==> config.mk <==
export PLATFORM = sky130hd
export DESIGN_NAME = muldiv_ctrl
export DESIGN_NICKNAME = d
export VERILOG_FILES = /design/src/rtl/muldiv_ctrl.sv
export SDC_FILE = /design/constraint.sdc
export NUM_CORES = 2
export LEC_CHECK = 0
export BUFFER_PORTS_ARGS = -buffer_cell sky130_fd_sc_hd__buf_2
export CAP_MARGIN = 40
export CORE_UTILIZATION = 58
export DETAILED_ROUTE_END_ITERATION = 10
export PLACE_DENSITY = 0.87
export SETUP_SLACK_MARGIN = 0.1
export SYNTH_ARGS = -nofsm -noshare
export SYNTH_HDL_FRONTEND = slang
export SYNTH_SLANG_ARGS = --single-unit
==> constraint.sdc <==
create_clock -name clk -period 18.3 [get_ports clk]
set_input_delay 0.915 -clock clk [delete_from_list [all_inputs] [get_ports clk]]
set_output_delay 0.915 -clock clk [all_outputs]
set_load 0.01 [all_outputs]
==> src/rtl/muldiv_ctrl.sv <==
// muldiv_ctrl -- multi-cycle HI/LO arithmetic sequencer that sits in EX beside the ALU.
// It handles MULT/MULTU, DIV/DIVU and MADD(U)/MSUB(U). A pipelined multiplier and an
// iterative radix-2 restoring divider produce a 64-bit {HI,LO} result.
//
// Ports:
//   clk        clock
//   resetn     synchronous active-low reset
//   start_i    EX holds a muldiv op (held until done_o)
//   op_i       0 MULT, 1 MULTU, 2 DIV, 3 DIVU, 4 MADD, 5 MADDU, 6 MSUB, 7 MSUBU
//   src_a_i    rs value
//   src_b_i    rt value
//   hilo_i     current {HI,LO} (forwarded), sampled at accept for accumulate ops
//   flush_i    exception/ERET flush, cancels any op
//   stall_o    freeze IF..EX
//   busy_o     sequencer not idle
//   done_o     one-cycle result-valid pulse
//   whilo_o    2'b11 on done (write HI and LO), else 0
//   hi_o/lo_o  last result, held until the next completion
module muldiv_ctrl #(
  parameter int MUL_LAT   = 2,
  parameter int DIV_ITERS = 32
) (
  input  logic        clk,
  input  logic        resetn,
  input  logic        start_i,
  input  logic [2:0]  op_i,
  input  logic [31:0] src_a_i,
  input  logic [31:0] src_b_i,
  input  logic [63:0] hilo_i,
  input  logic        flush_i,
  output logic        stall_o,
  output logic        busy_o,
  output logic        done_o,
  output logic [1:0]  whilo_o,
  output logic [31:0] hi_o,
  output logic [31:0] lo_o
);

  localparam int MCW = (MUL_LAT > 1) ? $clog2(MUL_LAT) : 1;

  typedef enum logic [2:0] {
    S_IDLE, S_MUL, S_ACC, S_DIV_INIT, S_DIV_ITER, S_DIV_FIX, S_DONE
  } state_e;

  state_e      state_q, state_d;
  logic [2:0]  op_q;
  logic [31:0] a_q, b_q;
  logic [63:0] hilo_q;
  logic [63:0] pipe_q [MUL_LAT];
  logic [MCW-1:0] mul_cnt_q;
  logic [5:0]  div_cnt_q;
  logic [31:0] rem_q, quo_q, dvs_q;
  logic        qneg_q, rneg_q;
  logic [63:0] result_q;

  // Op decode of the latched instruction
  logic q_div, q_acc, q_sub, q_signed, in_div, accept;
  assign q_div    = (op_q[2:1] == 2'b01);
  assign q_acc    = op_q[2];
  assign q_sub    = op_q[2] & op_q[1];
  assign q_signed = ~op_q[0];
  assign in_div   = (op_i[2:1] == 2'b01);
  assign accept   = (state_q == S_IDLE) & start_i & ~flush_i;

  // First multiplier stage works on the live operands in the accept cycle;
  // 33-bit signed operands cover both sign- and zero-extension.
  logic signed [32:0] mul_a, mul_b;
  logic signed [63:0] mul_full;
  assign mul_a    = {~op_i[0] & src_a_i[31], src_a_i};
  assign mul_b    = {~op_i[0] & src_b_i[31], src_b_i};
  assign mul_full = mul_a * mul_b;

  logic [63:0] product;
  logic        mul_last, div_last;
  assign product  = pipe_q[MUL_LAT-1];
  assign mul_last = (mul_cnt_q == MCW'(MUL_LAT - 1));
  assign div_last = (div_cnt_q == 6'(DIV_ITERS - 1));

  // Divider datapath
  logic [31:0] abs_a, abs_b, rem_n, quo_n, q_fix, r_fix;
  logic [32:0] shifted, diff;
  logic        ge;
  assign abs_a   = (q_signed & a_q[31]) ? -a_q : a_q;
  assign abs_b   = (q_signed & b_q[31]) ? -b_q : b_q;
  assign shifted = {rem_q, quo_q[31]};
  assign diff    = shifted - {1'b0, dvs_q};
  assign ge      = ~diff[32];
  assign rem_n   = ge ? diff[31:0] : shifted[31:0];
  assign quo_n   = {quo_q[30:0], ge};
  assign q_fix   = qneg_q ? -quo_q : quo_q;
  assign r_fix   = rneg_q ? -rem_q : rem_q;

  always_comb begin
    state_d = state_q;
    if (flush_i) begin
      state_d = S_IDLE;
    end else begin
      case (state_q)
        S_IDLE:     if (start_i) state_d = in_div ? S_DIV_INIT : S_MUL;
        S_MUL:      if (mul_last) state_d = q_acc ? S_ACC : S_DONE;
        S_ACC:      state_d = S_DONE;
        S_DIV_INIT: state_d = (b_q == 32'd0) ? S_DONE : S_DIV_ITER;
        S_DIV_ITER: if (div_last) state_d = S_DIV_FIX;
        S_DIV_FIX:  state_d = S_DONE;
        S_DONE:     state_d = S_IDLE;
        default:    state_d = S_IDLE;
      endcase
    end
  end

  always_ff @(posedge clk) begin
    if (!resetn) state_q <= S_IDLE;
    else         state_q <= state_d;
  end

  // Multiplier pipeline: stage 0 loads at accept, later stages shift during MUL.
  // Stage 0 is held while busy, so every stage converges on the product.
  genvar gi;
  generate
    for (gi = 0; gi < MUL_LAT; gi++) begin : g_pipe
      always_ff @(posedge clk) begin
        if (!resetn) begin
          pipe_q[gi] <= 64'd0;
        end else if (gi == 0) begin
          if (accept) pipe_q[gi] <= mul_full;
        end else if (state_q == S_MUL) begin
          pipe_q[gi] <= pipe_q[(gi > 0) ? gi - 1 : 0];
        end
      end
    end
  endgenerate

  always_ff @(posedge clk) begin
    if (!resetn) begin
      op_q      <= 3'd0;
      a_q       <= 32'd0;
      b_q       <= 32'd0;
      hilo_q    <= 64'd0;
      mul_cnt_q <= '0;
      div_cnt_q <= 6'd0;
      rem_q     <= 32'd0;
      quo_q     <= 32'd0;
      dvs_q     <= 32'd0;
      qneg_q    <= 1'b0;
      rneg_q    <= 1'b0;
      result_q  <= 64'd0;
    end else begin
      if (accept) begin
        op_q      <= op_i;
        a_q       <= src_a_i;
        b_q       <= src_b_i;
        hilo_q    <= hilo_i;
        mul_cnt_q <= '0;
      end
      case (state_q)
        S_MUL: begin
          mul_cnt_q <= mul_cnt_q + MCW'(1);
          if (mul_last && !q_acc && !flush_i) result_q <= product;
        end
        S_ACC: begin
          if (!flush_i) result_q <= q_sub ? hilo_q - product : hilo_q + product;
        end
        S_DIV_INIT: begin
          rem_q     <= 32'd0;
          quo_q     <= abs_a;
          dvs_q     <= abs_b;
          qneg_q    <= q_signed & (a_q[31] ^ b_q[31]);
          rneg_q    <= q_signed & a_q[31];
          div_cnt_q <= 6'd0;
          // Divide-by-zero resolves here with a fixed result
          if (b_q == 32'd0 && q_div && !flush_i) result_q <= {a_q, 32'hFFFF_FFFF};
        end
        S_DIV_ITER: begin
          rem_q     <= rem_n;
          quo_q     <= quo_n;
          div_cnt_q <= div_cnt_q + 6'd1;
        end
        S_DIV_FIX: begin
          if (!flush_i) result_q <= {r_fix, q_fix};
        end
        default: ;
      endcase
    end
  end

  assign busy_o  = (state_q != S_IDLE);
  assign done_o  = (state_q == S_DONE) & ~flush_i;
  assign whilo_o = {2{done_o}};
  // Dropped in DONE so EX advances together with the HI/LO write
  assign stall_o = accept | (busy_o & (state_q != S_DONE));
  assign hi_o    = result_q[63:32];
  assign lo_o    = result_q[31:0];

endmodule

* Word-level counts from Yosys, hierarchy flattened
Memory sizes are Yosys's and may differ from the RTL's. Cells that the tools add are included.
Word-level totals: register bits after elaboration 303, bits in writable memories 128, input port bits 135, logic and storage cells 108, memories 1
Memories:
- pipe_q | words 2, bits a word 64, rd ports 2, clocked after Yosys merged registers in 0, write ports 2, RTL line 49 | logic [63:0] pipe_q [MUL_LAT];
Cells by class: $add $sub $neg 9, $mul 1, eq/ne operators 17, multiplexer cells 32, bitwise logic cells 19, reduce and logical (&&, ||, !) cells 16
Operator list (count):
- 64-bit two-way mux | 7
- 64-bit case mux with 4 select lines | 1
- 32-bit two-way mux | 5
- 32-bit negator | 4
- 32-bit case mux with 2 select lines | 2
- 64-bit adder | 1
- 33-bit by 33-bit multiplier with 64-bit output | 1
- 64-bit subtractor | 1
- 33-bit by 32-bit subtractor with 33-bit output | 1
- 32-bit zero test | 1
- 3-bit case mux with 5 select lines | 1
- 3-bit two-way mux | 4
- 2-bit != test, second input constant | 6
- 6-bit case mux with 2 select lines | 1
- 1-bit bitwise AND | 10
- 3-bit == test, second input constant | 3
- 1-bit two-way mux | 9
- 6-bit by 1-bit adder with 6-bit output, second input constant | 1
- 3-bit by 2-bit == test with 1-bit output, second input constant | 2
- 6-bit by 5-bit == test with 1-bit output, second input constant | 1
- 1-bit inverter | 5
- 5-bit AND reduction | 1
- 2-bit by 1-bit == test with 1-bit output, second input constant | 2
- 1-bit logical AND | 4
- 14 further kinds | 20

* Logic depth before layout (Yosys ltp)
depth after elaboration 7, depth in mapped cells 32, depth with buffers taken out 29

* Least setup slack after synthesis
OpenSTA, ideal clock, no wires.
path type input to register, start input port src_a_i[31], end memory pipe_q[0][60], data pin, library setup time 0.266 ns, arrival 8.210 ns, setup slack 9.824 ns, cell stages on the path 26, path buffers 1, path through nor2b_1 -> clkbuf_1 -> nand2_1 -> inv_1 -> fa_1 -> fa_1 -> fa_1 -> inv_1 -> fa_1 -> inv_1 -> fa_1 -> fa_1 -> inv_1 -> fa_1 -> fa_1 -> inv_1 -> ha_1 -> o21ai_0 -> nand2b_1 -> a21o_1 -> a21o_1 -> a221oi_1 -> a21boi_0 -> a311oi_1 -> xnor2_1 -> nor2_1
RTL lines:
- start, declared | RTL line 27 | input logic [31:0] src_a_i,
- end, declared | RTL line 49

==> results.toml <==
[synthesis]
ys_types = 88
syn_inst = 7308
syn_area_mm2 = 0.0635
syn_nets = 8883
synth_top_area_share_pct = 35.5
synth_edf_count = 128
syn_area_per_cell_um2 = 8.70
ys_top_cells_by_area = "fa_1 (36%), dfxtp_1 (9.5%), nand2_1 (7.2%)"
synth-main-ff-cell = "dfxtp_1"
yosysSeqAreaShare_pct = 15.6
yosysWarnings = 0
yosys.area.top_type = "fa_1"
async_flop_share_pct = 0
ys_seq_elements = 431

[flow_run]
cap_violations = 0

[timing]
setup_viol = 0
fin_skew_ps = 34.0
finalHoldViolations = 0
finalCritPeriodShare_pct = 51.1
min_period_ps = 9360
grt_setup_unrepaired = "false"
fmax_mhz = 107
slew_viol_final = 0
finalSetupTns_ps = 0
worstMarginPinSlew_ps = 1060
relSlewSlack_pct = 29.1

[cts]
cts_resized = 0
cts_buffers = 42
clk_pin_slew_ps = 70
ctsHoldBuffers = 0
cts_setup_buffers = 0
clock_sinks = 431
cts_tree = "yes"
root_buffer = "clkbuf_16"
h-tree-depth = 2
clk-insertion-delay-late_ps = 600
cts_buffer_depth = 3

[global_routing]
antenna_found_initial = 9
grtUsageTotal_pct = 34.7
grt_pass1_vias = 55300
overflow = 0
grt_max_degree = 88
grt_pass1_wl_um = 301000

[worst_setup_path]
startpoint_type = "input pin"
cp_slowest_stage_delay_ps = 1010
crit_family = "adder cells"
crit_path_max_fanout = 34
end_kind = "register"
crit_top_cell = "fa_1"
crit_arrival_ps = 9700
path_depth = 27
critical_path_class = "in -> reg"
slowest_stage = "fa_1"
r2r_cells = 21
cp.required_ps = 18640
crit_buf_inv = 8

[route]
vias = 52900
drtIter0Drc = 5476
vias_per_cell = 6.11
drt-total-wl_um = 192000
wl_per_cell_um = 22.1
drt-pass1-iter-count = 10
ant_nets = 0
drc = 4

[floorplanning]
start_util_pct = 58.5
ios = 204
fp.dieH_um = 333
num_rows = 121
fp.dieW_um = 333
core_mm2 = 0.109
dieArea_mm2 = 0.111

[outcome]
status = "finished with violations"
violations = "DRC"

[worst_hold_path]
hold_path_depth = 2
hp-class = "reg -> reg"

[cells_and_area]
final_nets = 8778
finish.utilization_pct = 61.7
area_delta_synth_final_pct = 5.60
drive_gt1_share_pct = 5.72
fin_cells = 8658

[placed_design]
dpl.cell_count = 8570
hpwlAfterDp_um = 144000
portBuffers = 203
gp_congestion = 1.03
## flip-flops by register name, summed over array words and instances, names as in the netlist, 3 cells and up
| register | cells |
|---|---|
| hilo_q | 64 |
| dvs_q | 32 |
| rem_q | 32 |
| pipe_q | 128 |
| op_q | 3 |
| state_q | 3 |
| quo_q | 32 |
| b_q | 32 |
| result_q | 64 |
| div_cnt_q | 6 |
| a_q | 32 |
## worst reg2reg max path, stage by stage, from the launching register on
cell and delay [ps]:
edfxtp_1 500, or4_4 600, or4_4 470, or4_4 450, or3_2 540, nor3_4 220
nand4b_1 270, o31ai_1 330, xor2_1 120, ha_1 450, and4_1 280, and4_1 370
nand2_1 160, a2111oi_1 320, buf_4 230, a21oi_1 40, o21ai_0 200, a21oi_1 240
o31ai_1 490, nand3_1 190, nor3b_1 170, or3_1 350
## cell families (layout without fill, tap and decap cells)
family / Yosys count / in the layout / share of synthesized area, %
and+or+nand+nor: 2306 / 2306 / 16.8
buffers and inverters: 1596 / 1525 / 9.46
adders and majority gates: 1440 / 1440 / 41.7
AOI/OAI and AO/OA: 1165 / 1165 / 11.3
DFF: 431 / 431 / 15.6
xor gates and xnor gates: 335 / 335 / 4.63
muxes: 35 / 35 / 0.553
other: 0 / 7 / 0
## stage by stage
stage / setup slack (ps) / hold WS, ps / instance area, µm²
floorplan: 9820 / 432 / 63500
global placement: 8580 / 435 / 65200
detailed placement: 8360 / 445 / 65500
CTS: 8940 / 454 / 67000
global route: 8490 / 474 / 67100
finish: 8940 / 456 / 67100
## layer usage
metal	track usage (%)	wire, µm
met4	17.1	11700
met3	9.38	23900
met2	56.1	87100
met1	42.9	68900
met5	0	59
## area by class of cell
cell class,count,area [µm²]
clock inverters,30,398
fillers,8618,41600
flip-flops and latches,431,9910
multi-input cells,5281,47700
repair buffers,281,1800
diodes,7,17.5
well taps,1414,1770
clock buffers,48,1130
inverters,1166,4380
## synth_stat cells (all sizes together) (29+ instances only)
master  count
fa       1127
xnor2     192
nor3       57
or3        35
ha        313
edfxtp    128
and2      444
nand3      53
a211oi     63
o31ai      50
a22oi      34
a21oi     457
a21o       99
clkbuf    414
inv      1164
o21ai     212
xor2      143
mux2i      34
a31oi      29
nor2      291
dfxtp     303
nand2    1226
## worst paths after layout
kind / from / to / slack [ps]
setup / recovery: src_a_i[31] / pipe_q[0][59] / 8940
hold / removal: result_q[15] / result_q[15] / 460
setup reg to reg: pipe_q[1][12] / result_q[60] / 11220
hold reg to reg: result_q[15] / result_q[15] / 460
## layout by cell type, fill, tap and decap left out, drive strengths merged, types with 63 or more instances in the layout
cell,instances
nand2,1226
dfxtp,303
ha,313
a211oi,63
buf,281
and2,444
nor2,291
o21ai,212
a21o,99
a21oi,457
inv,1171
xnor2,192
edfxtp,128
xor2,143
fa,1127
Power is not shown: default switching activity piles up to over one toggle a cycle in this logic, so the estimate is an artifact.
